File: src/rtl/wb_pkg.sv
// Shared types and widths for the writeback completion queue.
package wb_pkg;
    localparam int unsigned REG_W  = 6;
    localparam int unsigned ROB_W  = 6;
    localparam int unsigned DATA_W = 32;

    typedef struct packed {
        logic [ROB_W-1:0]  rob_ptr;
        logic [REG_W-1:0]  dst_reg;
        logic              wb;
        logic              taken;
        logic              hazard;
        logic [DATA_W-1:0] target;
        logic [DATA_W-1:0] data;
    } wb_entry_t;
endpackage

File: src/rtl/wb_commit_queue_if.sv
// MEM/WB-side, ROB-side and register-file signals of the commit queue.
interface wb_commit_queue_if;
    import wb_pkg::*;

    logic              FREEZE;
    logic              FLUSH;
    logic              Valid_Instruction_IN;
    logic [DATA_W-1:0] result;
    logic [REG_W-1:0]  writeRegister1_PR;
    logic              do_writeback1_PR;
    logic              taken_branch1_IN;
    logic [DATA_W-1:0] target_PC_IN;
    logic              Mem_Hazard_IN;
    logic [ROB_W-1:0]  ROBPointer_IN;
    logic              ROB_Ready;

    logic              ROB_Valid;
    logic [ROB_W-1:0]  ROB_Ptr;
    logic              ROB_Taken;
    logic [DATA_W-1:0] ROB_Target;
    logic              ROB_Hazard;
    logic              RF_WE;
    logic [REG_W-1:0]  RF_Addr;
    logic [DATA_W-1:0] RF_Data;
    logic              Stall_OUT;
    logic              Overflow_OUT;

    modport master (
        output FREEZE, FLUSH, Valid_Instruction_IN, result, writeRegister1_PR,
               do_writeback1_PR, taken_branch1_IN, target_PC_IN, Mem_Hazard_IN,
               ROBPointer_IN, ROB_Ready,
        input  ROB_Valid, ROB_Ptr, ROB_Taken, ROB_Target, ROB_Hazard,
               RF_WE, RF_Addr, RF_Data, Stall_OUT, Overflow_OUT
    );

    modport slave (
        input  FREEZE, FLUSH, Valid_Instruction_IN, result, writeRegister1_PR,
               do_writeback1_PR, taken_branch1_IN, target_PC_IN, Mem_Hazard_IN,
               ROBPointer_IN, ROB_Ready,
        output ROB_Valid, ROB_Ptr, ROB_Taken, ROB_Target, ROB_Hazard,
               RF_WE, RF_Addr, RF_Data, Stall_OUT, Overflow_OUT
    );
endinterface

File: src/rtl/wb_fifo.sv
// Circular completion-entry store with push/pop/flush and occupancy count.
module wb_fifo
    import wb_pkg::*;
#(
    parameter int unsigned DEPTH = 4
) (
    input  logic                   clk,
    input  logic                   rst,
    input  logic                   push,
    input  logic                   pop,
    input  logic                   flush,
    input  wb_entry_t              wr_data,
    output wb_entry_t              rd_data,
    output logic [$clog2(DEPTH):0] count,
    output logic                   full
);
    localparam int unsigned PTR_W = $clog2(DEPTH);
    localparam int unsigned CNT_W = PTR_W + 1;

    wb_entry_t        mem_q [DEPTH];
    wb_entry_t        mem_d [DEPTH];
    logic [PTR_W-1:0] wr_ptr_q, wr_ptr_d;
    logic [PTR_W-1:0] rd_ptr_q, rd_ptr_d;
    logic [CNT_W-1:0] count_q, count_d;
    logic             do_push;
    logic             do_pop;

    // Guard locally so the store never corrupts itself whatever the caller does.
    assign do_pop  = pop && (count_q != '0) && !flush;
    assign do_push = push && !flush && (!full || do_pop);

    always_comb begin
        mem_d    = mem_q;
        wr_ptr_d = wr_ptr_q;
        rd_ptr_d = rd_ptr_q;
        count_d  = count_q;
        if (flush) begin
            wr_ptr_d = '0;
            rd_ptr_d = '0;
            count_d  = '0;
        end else begin
            if (do_push) begin
                mem_d[wr_ptr_q] = wr_data;
                wr_ptr_d        = wr_ptr_q + PTR_W'(1);
            end
            if (do_pop) begin
                rd_ptr_d = rd_ptr_q + PTR_W'(1);
            end
            case ({do_push, do_pop})
                2'b10:   count_d = count_q + CNT_W'(1);
                2'b01:   count_d = count_q - CNT_W'(1);
                default: count_d = count_q;
            endcase
        end
    end

    always_ff @(posedge clk) begin
        if (rst) begin
            wr_ptr_q <= '0;
            rd_ptr_q <= '0;
            count_q  <= '0;
        end else begin
            wr_ptr_q <= wr_ptr_d;
            rd_ptr_q <= rd_ptr_d;
            count_q  <= count_d;
        end
    end

    // Payload storage carries no reset; it is only observed behind a nonzero count.
    always_ff @(posedge clk) begin
        mem_q <= mem_d;
    end

    assign rd_data = mem_q[rd_ptr_q];
    assign count   = count_q;
    assign full    = (count_q == CNT_W'(DEPTH));
endmodule

File: src/rtl/wb_commit_queue.sv
// Writeback completion queue between MEM/WB and the ROB, with RF write port,
// back-pressure and sticky overflow reporting.
module wb_commit_queue
    import wb_pkg::*;
#(
    parameter int unsigned DEPTH        = 4,
    parameter int unsigned STALL_THRESH = 3
) (
    input logic               CLK,
    input logic               RESET,
    wb_commit_queue_if.slave  bus
);
    localparam int unsigned CNT_W = $clog2(DEPTH) + 1;

    logic [CNT_W-1:0] count;
    logic             full;
    wb_entry_t        head;
    wb_entry_t        new_entry;
    logic             rob_valid;
    logic             deq;
    logic             enq_attempt;
    logic             enq;
    logic             overflow_q, overflow_d;

    assign rob_valid   = (count != '0);
    assign deq         = rob_valid && bus.ROB_Ready && !bus.FLUSH;
    assign enq_attempt = bus.Valid_Instruction_IN && !bus.FREEZE && !bus.FLUSH;
    assign enq         = enq_attempt && (!full || deq);

    always_comb begin
        new_entry         = '0;
        new_entry.rob_ptr = bus.ROBPointer_IN;
        new_entry.dst_reg = bus.writeRegister1_PR;
        new_entry.wb      = bus.do_writeback1_PR;
        new_entry.taken   = bus.taken_branch1_IN;
        new_entry.hazard  = bus.Mem_Hazard_IN;
        new_entry.target  = bus.target_PC_IN;
        new_entry.data    = bus.result;
    end

    // A dropped enqueue latches the error until reset; flush leaves it alone.
    always_comb begin
        overflow_d = overflow_q;
        if (enq_attempt && full && !deq) begin
            overflow_d = 1'b1;
        end
    end

    always_ff @(posedge CLK) begin
        if (RESET) begin
            overflow_q <= 1'b0;
        end else begin
            overflow_q <= overflow_d;
        end
    end

    wb_fifo #(
        .DEPTH (DEPTH)
    ) u_fifo (
        .clk     (CLK),
        .rst     (RESET),
        .push    (enq),
        .pop     (deq),
        .flush   (bus.FLUSH),
        .wr_data (new_entry),
        .rd_data (head),
        .count   (count),
        .full    (full)
    );

    assign bus.ROB_Valid    = rob_valid;
    assign bus.ROB_Ptr      = head.rob_ptr;
    assign bus.ROB_Taken    = head.taken;
    assign bus.ROB_Target   = head.target;
    assign bus.ROB_Hazard   = head.hazard;
    assign bus.RF_WE        = deq && head.wb;
    assign bus.RF_Addr      = head.dst_reg;
    assign bus.RF_Data      = head.data;
    assign bus.Stall_OUT    = (32'(count) >= STALL_THRESH);
    assign bus.Overflow_OUT = overflow_q;
endmodule
File: src/flat_wrapper.sv
// flat-port wrapper written by rule: the top's interface ports become plain ports
module wb_commit_queue_flat import wb_pkg::*;
#(
    parameter int unsigned DEPTH        = 4,
    parameter int unsigned STALL_THRESH = 3
)
  (CLK, RESET, bus_FREEZE, bus_FLUSH, bus_Valid_Instruction_IN, bus_result, bus_writeRegister1_PR, bus_do_writeback1_PR, bus_taken_branch1_IN, bus_target_PC_IN, bus_Mem_Hazard_IN, bus_ROBPointer_IN, bus_ROB_Ready, bus_ROB_Valid, bus_ROB_Ptr, bus_ROB_Taken, bus_ROB_Target, bus_ROB_Hazard, bus_RF_WE, bus_RF_Addr, bus_RF_Data, bus_Stall_OUT, bus_Overflow_OUT);
  wb_commit_queue_if bus_i ();
  input logic CLK;
  input logic RESET;
  input wire logic [$bits(bus_i.FREEZE)-1:0] bus_FREEZE;
  input wire logic [$bits(bus_i.FLUSH)-1:0] bus_FLUSH;
  input wire logic [$bits(bus_i.Valid_Instruction_IN)-1:0] bus_Valid_Instruction_IN;
  input wire logic [$bits(bus_i.result)-1:0] bus_result;
  input wire logic [$bits(bus_i.writeRegister1_PR)-1:0] bus_writeRegister1_PR;
  input wire logic [$bits(bus_i.do_writeback1_PR)-1:0] bus_do_writeback1_PR;
  input wire logic [$bits(bus_i.taken_branch1_IN)-1:0] bus_taken_branch1_IN;
  input wire logic [$bits(bus_i.target_PC_IN)-1:0] bus_target_PC_IN;
  input wire logic [$bits(bus_i.Mem_Hazard_IN)-1:0] bus_Mem_Hazard_IN;
  input wire logic [$bits(bus_i.ROBPointer_IN)-1:0] bus_ROBPointer_IN;
  input wire logic [$bits(bus_i.ROB_Ready)-1:0] bus_ROB_Ready;
  output wire logic [$bits(bus_i.ROB_Valid)-1:0] bus_ROB_Valid;
  output wire logic [$bits(bus_i.ROB_Ptr)-1:0] bus_ROB_Ptr;
  output wire logic [$bits(bus_i.ROB_Taken)-1:0] bus_ROB_Taken;
  output wire logic [$bits(bus_i.ROB_Target)-1:0] bus_ROB_Target;
  output wire logic [$bits(bus_i.ROB_Hazard)-1:0] bus_ROB_Hazard;
  output wire logic [$bits(bus_i.RF_WE)-1:0] bus_RF_WE;
  output wire logic [$bits(bus_i.RF_Addr)-1:0] bus_RF_Addr;
  output wire logic [$bits(bus_i.RF_Data)-1:0] bus_RF_Data;
  output wire logic [$bits(bus_i.Stall_OUT)-1:0] bus_Stall_OUT;
  output wire logic [$bits(bus_i.Overflow_OUT)-1:0] bus_Overflow_OUT;
  assign bus_i.FREEZE = bus_FREEZE;
  assign bus_i.FLUSH = bus_FLUSH;
  assign bus_i.Valid_Instruction_IN = bus_Valid_Instruction_IN;
  assign bus_i.result = bus_result;
  assign bus_i.writeRegister1_PR = bus_writeRegister1_PR;
  assign bus_i.do_writeback1_PR = bus_do_writeback1_PR;
  assign bus_i.taken_branch1_IN = bus_taken_branch1_IN;
  assign bus_i.target_PC_IN = bus_target_PC_IN;
  assign bus_i.Mem_Hazard_IN = bus_Mem_Hazard_IN;
  assign bus_i.ROBPointer_IN = bus_ROBPointer_IN;
  assign bus_i.ROB_Ready = bus_ROB_Ready;
  assign bus_ROB_Valid = bus_i.ROB_Valid;
  assign bus_ROB_Ptr = bus_i.ROB_Ptr;
  assign bus_ROB_Taken = bus_i.ROB_Taken;
  assign bus_ROB_Target = bus_i.ROB_Target;
  assign bus_ROB_Hazard = bus_i.ROB_Hazard;
  assign bus_RF_WE = bus_i.RF_WE;
  assign bus_RF_Addr = bus_i.RF_Addr;
  assign bus_RF_Data = bus_i.RF_Data;
  assign bus_Stall_OUT = bus_i.Stall_OUT;
  assign bus_Overflow_OUT = bus_i.Overflow_OUT;
  wb_commit_queue #(.DEPTH(DEPTH), .STALL_THRESH(STALL_THRESH)) u_core (.CLK(CLK), .RESET(RESET), .bus(bus_i));
endmodule
File: config.mk
export PLATFORM = sky130hd
export DESIGN_NAME = wb_commit_queue_flat
export DESIGN_NICKNAME = d
export VERILOG_FILES = /design/src/rtl/wb_pkg.sv /design/src/rtl/wb_commit_queue_if.sv /design/src/rtl/wb_fifo.sv /design/src/rtl/wb_commit_queue.sv /design/src/flat_wrapper.sv
export SDC_FILE = /design/constraint.sdc
export NUM_CORES = 1
export LEC_CHECK = 0
export ABC_AREA = 1
export CAP_MARGIN = 20
export CORE_AREA = 2 2 166 168
export DETAILED_ROUTE_END_ITERATION = 6
export DIE_AREA = 0 0 168 170
export PLACE_DENSITY_LB_ADDON = 0.3
export SETUP_SLACK_MARGIN = 0.2
export SYNTH_ARGS = -nofsm -noshare
export SYNTH_HDL_FRONTEND = slang
export SYNTH_SLANG_ARGS = --single-unit
export TNS_END_PERCENT = 30
File: constraint.sdc
create_clock -name CLK -period 5.5 [get_ports CLK]
set_input_delay 1.1 -clock CLK [delete_from_list [all_inputs] [get_ports CLK]]
set_output_delay 1.1 -clock CLK [all_outputs]
set_load 0.005 [all_outputs]
==> reports/metrics.yaml <==
outcome: "completed"
dp_slack_ps: 1640
synthCells: 845
clock_skew_ps: 10.4
period_minus_slack_ps: 4400
cts_resized: 0
viasPerCell: 5.31
port-buffer-count: 166
crit_required_ps: 4400
crit_arrival_ps: 3300
rsz0062_at_grt: "no"
p_per_area_mw_per_mm2: 317
synth_area_leaders: "edfxtp_1, o22ai_2, nor2_4, o21ai_0, nor2_1"
cts_tree: "built"
endpoint_kind: "output port"
path_class: "reg2out"
synth_compound_area_share_pct: 13.3
cts_buffer_depth: 3
dp_hpwl_mm: 14.7
wirelength_mm: 26.1
critPathMaxFanout: 94
hold_path.class: "reg2reg"
design.core.area_sq_mm: 0.0267
synth_top_family_by_area: "compound AO/OA/AOI/OAI gates"
drv_slew: 0
grt_pass1_vias: 7679
setup_tns_ps: 0
yosysWarnings: 0
syn2layout_area_growth_pct: 22.7
p_seq_share_pct: 53.3
pin_count: 167
synth_seq_cells: 324
netSwitchingFraction_pct: 19.0
synthesis.nets: 936
max_cap_viol_count: 0
cts_sinks: 324
multiInputGateArea_sq_mm: 0.00314
layout_setup_ws_ps: 1100
place_congestion: 0.732
fmax_mhz: 227
dr.pass1.iters: 5
antenna_found_initial: 1
drc: 0
final_core_util_pct: 60.8
grt_max_degree: 95
clk_pin_slew_ps: 60
synth_edf_count: 316
setup_violations: 0
synthArstFlopShare_pct: 0
synth-main-ff-cell: "edfxtp_1"
use_met3_pct: 3.77
final_hold_viol_count: 0
clkLatencyLatePin_ps: 500
top_usage_layer: "met2"
synth_top_area_share_pct: 71.8
n_antenna_cell: 0
initial_utilization_pct: 49.6
ir_worst_vdd_mv: 0.267
n_fill_cell: 1981
die_h_um: 170
worst-r2r-setup-slack_ps: 3170
synth_xor_area_share_pct: 0
leakage_nw: 5.21
synth_commonest_cells: "edfxtp_1, o21ai_0, nor2_1"
start_kind: "flip-flop"
p_int_mw: 4.16
p_comb_share_pct: 3.8
grt.total_usage_pct: 18.7
vias: 7311
max_slew_margin_pct: 38.2
synth.distinct_cells: 24
rows: 60
syn_avg_cell_area_sq_um: 15.6
cts_root_buf: "clkbuf_16"
pwr-share-clk_pct: 42.9
gr-total-overflow: 0
wl_per_cell_um: 19.0
nets: 1102
die_area_sq_mm: 0.0286
synth_adder_area_share_pct: 0.625
regArea_sq_mm: 0.00965
drive_gt1_share_pct: 20.2
cts_buffers: 35
cts_setup_buffers: 0
p_switching_mw: 0.977
h-tree-depth: 2
ant_nets: 0
ctsHoldBuffers: 0
drt_iter0_drc: 560
tightest_slew_ps: 927
grt_use_met2_pct: 33.2
fin_crit_sh_pct: 80.0
synth.most_common_cell: "edfxtp_1"
grt_pass1_wl_mm: 41.3
synth_area_sq_mm: 0.0132
grtUsageMet1_pct: 23.5
synth_area_leader_cell: "edfxtp_1"
synth.area.mux_share_pct: 0
synthSimpleGateAreaFrac_pct: 9.60
ys_seq_area_share_pct: 73.0
die_w_um: 168
[critical path, cell delays in order, from the launching register on]
cell and delay [ps]:
dfxtp_4 780, buf_4 800, o21ai_0 260, o22ai_2 260
clkdlybuf4s50_1 540
[layout make-up]
class | count | share of cell area, %
clock buffers | 45 | 5.90
clock inverters | 18 | 0.818
inverters | 20 | 0.509
multi-input cells | 450 | 19.4
flip-flops and latches | 324 | 59.6
well taps | 341 | 2.63
repair buffers | 180 | 11.2
[per-stage QoR]
stage,instances,power (mW),hold slack (ps),instance area (sq um)
2_1_floorplan,845,2.85,441,13200
3_3_place_gp,1315,2.98,443,15100
3_5_place_dp,1315,2.99,455,15100
4_1_cts,1378,5.19,462,16200
5_1_grt,1378,5.31,487,16200
6_report,1378,5.14,460,16200
[kinds of logic after synthesis]
logic type                 count (synthesis)
DFF                                      324
and+or+nand+nor                          198
AOI/OAI and AO/OA                        246
adders and majority gates                  6
buffers and inverters                     71
[routing by layer]
layer / share of wire, % / vias up / wire [um]
li1: - / 3494 / -
met1: 42 / 3619 / 11000
met2: 52 / 165 / 13500
met3: 4.9 / 31 / 1280
met4: 1.4 / 2 / 365
met5: 0.050 / - / 13
[power by group through the flow]
stage,logic (mW),registers [mW],clock network [mW]
floorplan,0.0577,2.79,0
global placement,0.193,2.79,0
detailed placement,0.197,2.79,0
CTS,0.198,2.74,2.25
global route,0.212,2.74,2.36
finish,0.195,2.74,2.20
[flip-flops by register name, summed over array words and instances, names as in the netlist]
name and cells:
u_core.u_fifo.rd_ptr_q 2, u_core.u_fifo.wr_ptr_q 2, u_core.u_fifo.count 3, u_core.bus.Overflow_OUT 1, u_core.u_fifo.mem_q 316
[worst paths after layout]
check	cells past startpoint	to	startpoint
setup / recovery	4	bus_ROB_Target[13]	u_core.u_fifo.rd_ptr_q[0]
hold / removal	2	u_core.bus.Overflow_OUT	u_core.bus.Overflow_OUT
setup reg to reg	5	u_core.u_fifo.mem_q[143]	u_core.u_fifo.count[1]
hold reg to reg	2	u_core.bus.Overflow_OUT	u_core.bus.Overflow_OUT
[layout by cell type, fill, tap and decap left out]
| master | n |
|---|---|
| o21ai_1 | 11 |
| clkinv_1 | 8 |
| a21oi_1 | 6 |
| clkbuf_16 | 37 |
| nor2_4 | 72 |
| edfxtp_1 | 316 |
| clkinv_2 | 7 |
| buf_4 | 10 |
| nand3_1 | 6 |
| bufinv_16 | 2 |
| nor2_1 | 100 |
| dfxtp_2 | 1 |
| a21boi_1 | 1 |
| nor2_2 | 3 |
| inv_1 | 18 |
| o22ai_1 | 10 |
| o21ai_0 | 149 |
| dfxtp_1 | 6 |
| clkbuf_1 | 8 |
| dfxtp_4 | 1 |
| fa_1 | 1 |
| o21ai_2 | 1 |
| o22ai_2 | 68 |
| inv_8 | 1 |
| nand2_1 | 17 |
| ha_1 | 5 |
| inv_2 | 1 |
| buf_12 | 4 |
| clkinvlp_4 | 1 |
| clkdlybuf4s50_1 | 166 |
Power figures use the tool's default switching activity.
